File: src/rtl/ring_arb_pkg.sv
// Shared definitions for the ring round-robin arbiter: FSM encoding and
// combinational helpers for one-hot indexing and the circular priority scan.
package ring_arb_pkg;

  localparam int MAX_N     = 32;
  localparam int MAX_IDX_W = 5;

  typedef enum logic {
    ST_IDLE = 1'b0,
    ST_BUSY = 1'b1
  } state_t;

  function automatic logic [MAX_IDX_W-1:0] onehot2idx(input logic [MAX_N-1:0] v);
    logic [MAX_IDX_W-1:0] idx;
    idx = '0;
    for (int i = 0; i < MAX_N; i++) begin
      if (v[i]) idx = idx | MAX_IDX_W'(i);
    end
    return idx;
  endfunction

  // First set request bit scanning upward from the ptr position, wrapping at n.
  function automatic logic [MAX_N-1:0] rr_pick(input logic [MAX_N-1:0] req,
                                              input logic [MAX_N-1:0] ptr,
                                              input int n);
    logic [MAX_N-1:0]     win;
    logic [MAX_IDX_W-1:0] start;
    logic                 found;
    int                   pos;
    win   = '0;
    found = 1'b0;
    start = onehot2idx(ptr);
    for (int i = 0; i < MAX_N; i++) begin
      pos = int'(start) + i;
      if (pos >= n) pos = pos - n;
      if (i < n && !found && req[pos[MAX_IDX_W-1:0]]) begin
        win[pos[MAX_IDX_W-1:0]] = 1'b1;
        found = 1'b1;
      end
    end
    return win;
  endfunction

endpackage

File: src/rtl/ring_arb_ptr.sv
// One-hot priority ring: resets to bit 0 and loads the finished grant rotated
// left by one so the next requester above the old owner gets top priority.
module ring_ptr #(
  parameter int N = 4
) (
  input  logic         clk,
  input  logic         rst,
  input  logic         load,
  input  logic [N-1:0] grant,
  output logic [N-1:0] ptr
);

  always_ff @(posedge clk) begin
    if (rst) begin
      ptr <= N'(1);
    end else if (load) begin
      ptr <= {grant[N-2:0], grant[N-1]};
    end
  end

endmodule

File: src/rtl/ring_rr_arbiter.sv
// Round-robin arbiter with registered one-hot grant, mandatory turnaround
// cycle between owners and an optional per-owner hold limit.
module ring_rr_arbiter
  import ring_arb_pkg::*;
#(
  parameter int N        = 4,
  parameter int MAX_HOLD = 8,
  parameter int IDX_W    = $clog2(N)
) (
  input  logic             clk,
  input  logic             rst,
  input  logic [N-1:0]     req,
  input  logic             rel,        // owner release pulse ("release" is reserved)
  output logic [N-1:0]     grant,
  output logic [IDX_W-1:0] grant_idx,
  output logic             busy,
  output logic             timeout,
  output logic [N-1:0]     ptr
);

  localparam int HC_W = (MAX_HOLD > 2) ? $clog2(MAX_HOLD) : 1;
  localparam logic [HC_W-1:0] HOLD_LAST = HC_W'((MAX_HOLD > 0) ? MAX_HOLD - 1 : 0);
  localparam bit HOLD_EN = (MAX_HOLD != 0);

  state_t           state, state_nx;
  logic [N-1:0]     grant_nx;
  logic [IDX_W-1:0] grant_idx_nx;
  logic             timeout_nx;
  logic [HC_W-1:0]  hold_cnt, hold_nx;
  logic             ptr_load;

  logic [MAX_N-1:0]     req_ext, ptr_ext, pick;
  logic [MAX_IDX_W-1:0] pick_idx;
  logic                 exit_rel, exit_drop, exit_to;

  always_comb begin
    req_ext = '0;
    ptr_ext = '0;
    req_ext[N-1:0] = req;
    ptr_ext[N-1:0] = ptr;
    pick     = rr_pick(req_ext, ptr_ext, N);
    pick_idx = onehot2idx(pick);
  end

  assign exit_rel  = rel;
  assign exit_drop = ~|(req & grant);
  assign exit_to   = HOLD_EN && (hold_cnt == HOLD_LAST);

  always_comb begin
    state_nx     = state;
    grant_nx     = grant;
    grant_idx_nx = grant_idx;
    timeout_nx   = 1'b0;
    hold_nx      = hold_cnt;
    ptr_load     = 1'b0;
    case (state)
      ST_IDLE: begin
        if (|req) begin
          state_nx     = ST_BUSY;
          grant_nx     = pick[N-1:0];
          grant_idx_nx = pick_idx[IDX_W-1:0];
          hold_nx      = '0;
        end
      end
      ST_BUSY: begin
        if (exit_rel || exit_drop || exit_to) begin
          state_nx     = ST_IDLE;
          grant_nx     = '0;
          grant_idx_nx = '0;
          ptr_load     = 1'b1;
          // A coinciding release or request drop counts as a normal exit.
          timeout_nx   = exit_to && !exit_rel && !exit_drop;
        end else if (HOLD_EN && hold_cnt != HOLD_LAST) begin
          hold_nx = hold_cnt + HC_W'(1);
        end
      end
      default: state_nx = ST_IDLE;
    endcase
  end

  always_ff @(posedge clk) begin
    if (rst) begin
      state     <= ST_IDLE;
      grant     <= '0;
      grant_idx <= '0;
      timeout   <= 1'b0;
      hold_cnt  <= '0;
    end else begin
      state     <= state_nx;
      grant     <= grant_nx;
      grant_idx <= grant_idx_nx;
      timeout   <= timeout_nx;
      hold_cnt  <= hold_nx;
    end
  end

  assign busy = (state == ST_BUSY);

  ring_ptr #(.N(N)) u_ring_ptr (
    .clk   (clk),
    .rst   (rst),
    .load  (ptr_load),
    .grant (grant),
    .ptr   (ptr)
  );

endmodule

File: config.mk
export PLATFORM = sky130hd
export DESIGN_NAME = ring_rr_arbiter
export DESIGN_NICKNAME = d
export VERILOG_FILES = /design/src/rtl/ring_arb_pkg.sv /design/src/rtl/ring_arb_ptr.sv /design/src/rtl/ring_rr_arbiter.sv
export SDC_FILE = /design/constraint.sdc
export NUM_CORES = 1
export LEC_CHECK = 0
export ABC_AREA = 1
export BUFFER_PORTS_ARGS = -buffer_cell sky130_fd_sc_hd__buf_4
export CAP_MARGIN = 40
export CORE_MARGIN = 3
export CORE_UTILIZATION = 48
export CTS_CLUSTER_DIAMETER = 60
export DETAILED_ROUTE_END_ITERATION = 10
export PLACE_DENSITY_LB_ADDON = 0.2
export REMOVE_ABC_BUFFERS = 1
export SETUP_SLACK_MARGIN = 0.02
export SYNTH_ARGS = -nofsm -noshare
export SYNTH_HDL_FRONTEND = slang
export SYNTH_SLANG_ARGS = --single-unit
File: constraint.sdc
create_clock -name clk -period 1.8 [get_ports clk]
set_clock_uncertainty 0.2 [all_clocks]
set_input_delay 0.09 -clock clk [delete_from_list [all_inputs] [get_ports clk]]
set_output_delay 0.09 -clock clk [all_outputs]
set_load 0.05 [all_outputs]
==> impl_metrics.env <==
export IMPL_status="finished with violations"
export IMPL_failed_checks="negative setup slack"
export IMPL_endpoint="grant[0]"
export IMPL_r2r_start="u_ring_ptr.ptr[3]"
export IMPL_routedWlPerCell_um=17.0
export IMPL_slowest_delay_ps=370
export IMPL_ir_drop_mv=0.868
export IMPL_cts_sinks=15
export IMPL_rows=15
export IMPL_rr_worst_depth=12
export IMPL_synth_area_um2=981
export IMPL_dpl_cell_count=208
export IMPL_routed_wirelength_um=3700
export IMPL_setup_viol_count_final=6
export IMPL_fin_cells=218
export IMPL_design_power_total_mw=1.63
export IMPL_first_pass_iters=5
export IMPL_grt_total_usage=0.264
export IMPL_layout_commonest_cell="nand2_1"
export IMPL_regToRegSetupSlack_ps=-290
export IMPL_period_share=1.16
export IMPL_finalHoldViolCount=0
export IMPL_rsz0062_at_grt="true"
export IMPL_syn_inst=153
export IMPL_setup_ws_ps=-290
export IMPL_dp_hpwl_um=1960
export IMPL_dieArea_mm2=0.00262
export IMPL_initial_core_util=0.539
export IMPL_max_cap_violations=0
export IMPL_antenna_found_initial=0
export IMPL_cp_cell_sequence="inv_2, nand2_4, buf_4, nand2_1, nand3_4, nand3_4, nand2_4, nor2_4, nand2_1, nand3_1, nand2_1, a21oi_1"
export IMPL_crit_type="flip-flop to flip-flop"
export IMPL_critPathArrivalTime_ps=2120
export IMPL_synth_seq_cells=15
export IMPL_pwr_density_cell_mw_per_mm2=1070
export IMPL_final_antenna_net_count=0
export IMPL_cp_end_kind="flip-flop"
export IMPL_synth_seq_area_share=0.306
export IMPL_numPortBuffers=18
export IMPL_first_global_vias=1206
export IMPL_worst_ep_required_time_ps=1830
export IMPL_cts_root_buf="clkbuf_4"
export IMPL_leakage_nw=0.771
export IMPL_period_needed_ps=2090
export IMPL_grt_overflow=0
export IMPL_cts_tree="built"
export IMPL_vias=1248
export IMPL_crit_reg2reg_capture="grant[0]"
export IMPL_slowest_stage="dfxtp_4"
export IMPL_dpl_instance_area_mm2=0.00124
export IMPL_fin_area_mm2=0.00153
export IMPL_drv_slew=0
export IMPL_cts_buffers=3
export IMPL_grt_max_degree=10
export IMPL_synth_distinct_cells=19
export IMPL_tightest_slew_ps=384
export IMPL_cp_start_kind="flip-flop"
export IMPL_syn_area_per_cell_um2=6.41
export IMPL_area_growth_pct=56.0
export IMPL_hold_class="primary input to flip-flop"
export IMPL_yosys_warnings=0
export IMPL_slew_limit_headroom=0.743
export IMPL_cp_max_fo=4
export IMPL_pre_cts_slack_ps=-214
export IMPL_crit_start="u_ring_ptr.ptr[3]"
export IMPL_n_antenna_cell=0
export IMPL_cts_clk_slew_worst_paths_ps=110
export IMPL_coreArea_mm2=0.00182
export IMPL_layout_common_cells="35 x nand2_1, 34 x buf_4, 19 x inv_1"
export IMPL_cts_buffer_depth=2
export IMPL_drt_iter0_markers=68
export IMPL_dieHeight_um=51.2
export IMPL_cpMostUsedCell="nand2_1"
export IMPL_nets=209
export IMPL_drc=0
export IMPL_clock_fmax_mhz=478
export IMPL_viasPerCell=5.72
export IMPL_io_pins=19
export IMPL_clock_latency_ps=300
export IMPL_gp_congestion=0.874
export IMPL_grt_pass1_wl_um=5180
export IMPL_h_tree_depth=1
export IMPL_die_x_um=51.2
export IMPL_post_route_cells_drive_above_1_share=0.472
[logic make-up after synthesis]
kind of cell             Yosys count  share of synthesized area
AO/OA/AOI/OAI                     19                      0.112
flip-flops                        15                      0.306
buffers and inverters             27                      0.103
adder cells (fa/ha/maj)            8                      0.102
AND/OR/NAND/NOR                   84                      0.376
[registers in the layout, indices dropped and copies added, names as in the netlist]
register	flops
busy	1
grant	4
grant_idx	2
hold_cnt	3
timeout	1
u_ring_ptr.ptr	4
[metrics by stage]
| step | hold slack, ps | util | setup TNS (ps) |
|---|---|---|---|
| 2_1_floorplan | -40.9 | - | -2710 |
| 5_1_grt | 113 | 0.841 | -2290 |
| 3_5_place_dp | 70.8 | 0.682 | -1070 |
| 6_report | 80.6 | 0.841 | -1330 |
| 3_3_place_gp | 66.5 | 0.682 | -646 |
| 4_1_cts | 103 | 0.766 | -291 |
[layout make-up]
cell class / count / area [um^2]
Sequential cell: 15 / 309
Multi-Input combinational cell: 111 / 778
Clock inverter: 1 / 5.00
Clock buffer: 3 / 22.5
Inverter: 26 / 97.6
Fill cell: 102 / 290
Tap cell: 25 / 31.3
Timing Repair Buffer: 37 / 287
[critical path: cells and delay by family (launching register included)]
kind,cells,cell delay [ps]
and+or+nand+nor,9,1070
DFF,1,370
buffers and inverters,2,230
AOI/OAI and AO/OA,1,170
[timing repair]
item | 4_1_cts | 5_1_grt
resized for setup | 20 | 31
pin swaps | 12 | 17
setup buffers | 3 | 1
endpoints found under the hold margin | 8 | 0
hold buffers | 2 | 0
cloned | 0 | 0
setup endpoints to repair | 6 | 13
[routing by layer]
layer	wire length (um)	up-vias	GRT usage
li1	-	564	-
met1	1410	563	0.321
met2	1760	90	0.455
met3	301	31	0.0583
met4	232	0	0.0897
met5	0	-	0
[how the worst min path moves through the flow]
stage | from | to | slack (ps) | cells after the start
floorplan | rst | grant[0] | -40 | 1
global placement | rel | timeout | 70 | 2
detailed placement | rel | timeout | 70 | 2
CTS | req[3] | timeout | 100 | 5
global route | req[3] | timeout | 110 | 5
finish | req[3] | timeout | 80 | 5
[where the power goes]
| part | leakage [nW] | total (mW) | internal (mW) | switching (mW) |
|---|---|---|---|---|
| sequential | 0.125 | 0.420 | 0.379 | 0.0414 |
| combinational | 0.628 | 1.00 | 0.357 | 0.647 |
| clock | 0.0177 | 0.206 | 0.0830 | 0.123 |
[synth_stat cells (all sizes together)]
| cell type | n | area [um^2] |
|---|---|---|
| clkbuf | 1 | 3.75 |
| o21ai | 5 | 28.8 |
| inv | 26 | 97.6 |
| a22oi | 1 | 7.51 |
| dfxtp | 15 | 300 |
| o22ai | 2 | 12.5 |
| a41oi | 1 | 8.76 |
| nand3 | 21 | 105 |
| nand2 | 48 | 188 |
| nor4 | 1 | 6.26 |
| nor2 | 14 | 70.1 |
| a21oi | 9 | 45.0 |
| ha | 8 | 100 |
| o211ai | 1 | 7.51 |
Power figures use the tool's default switching activity.
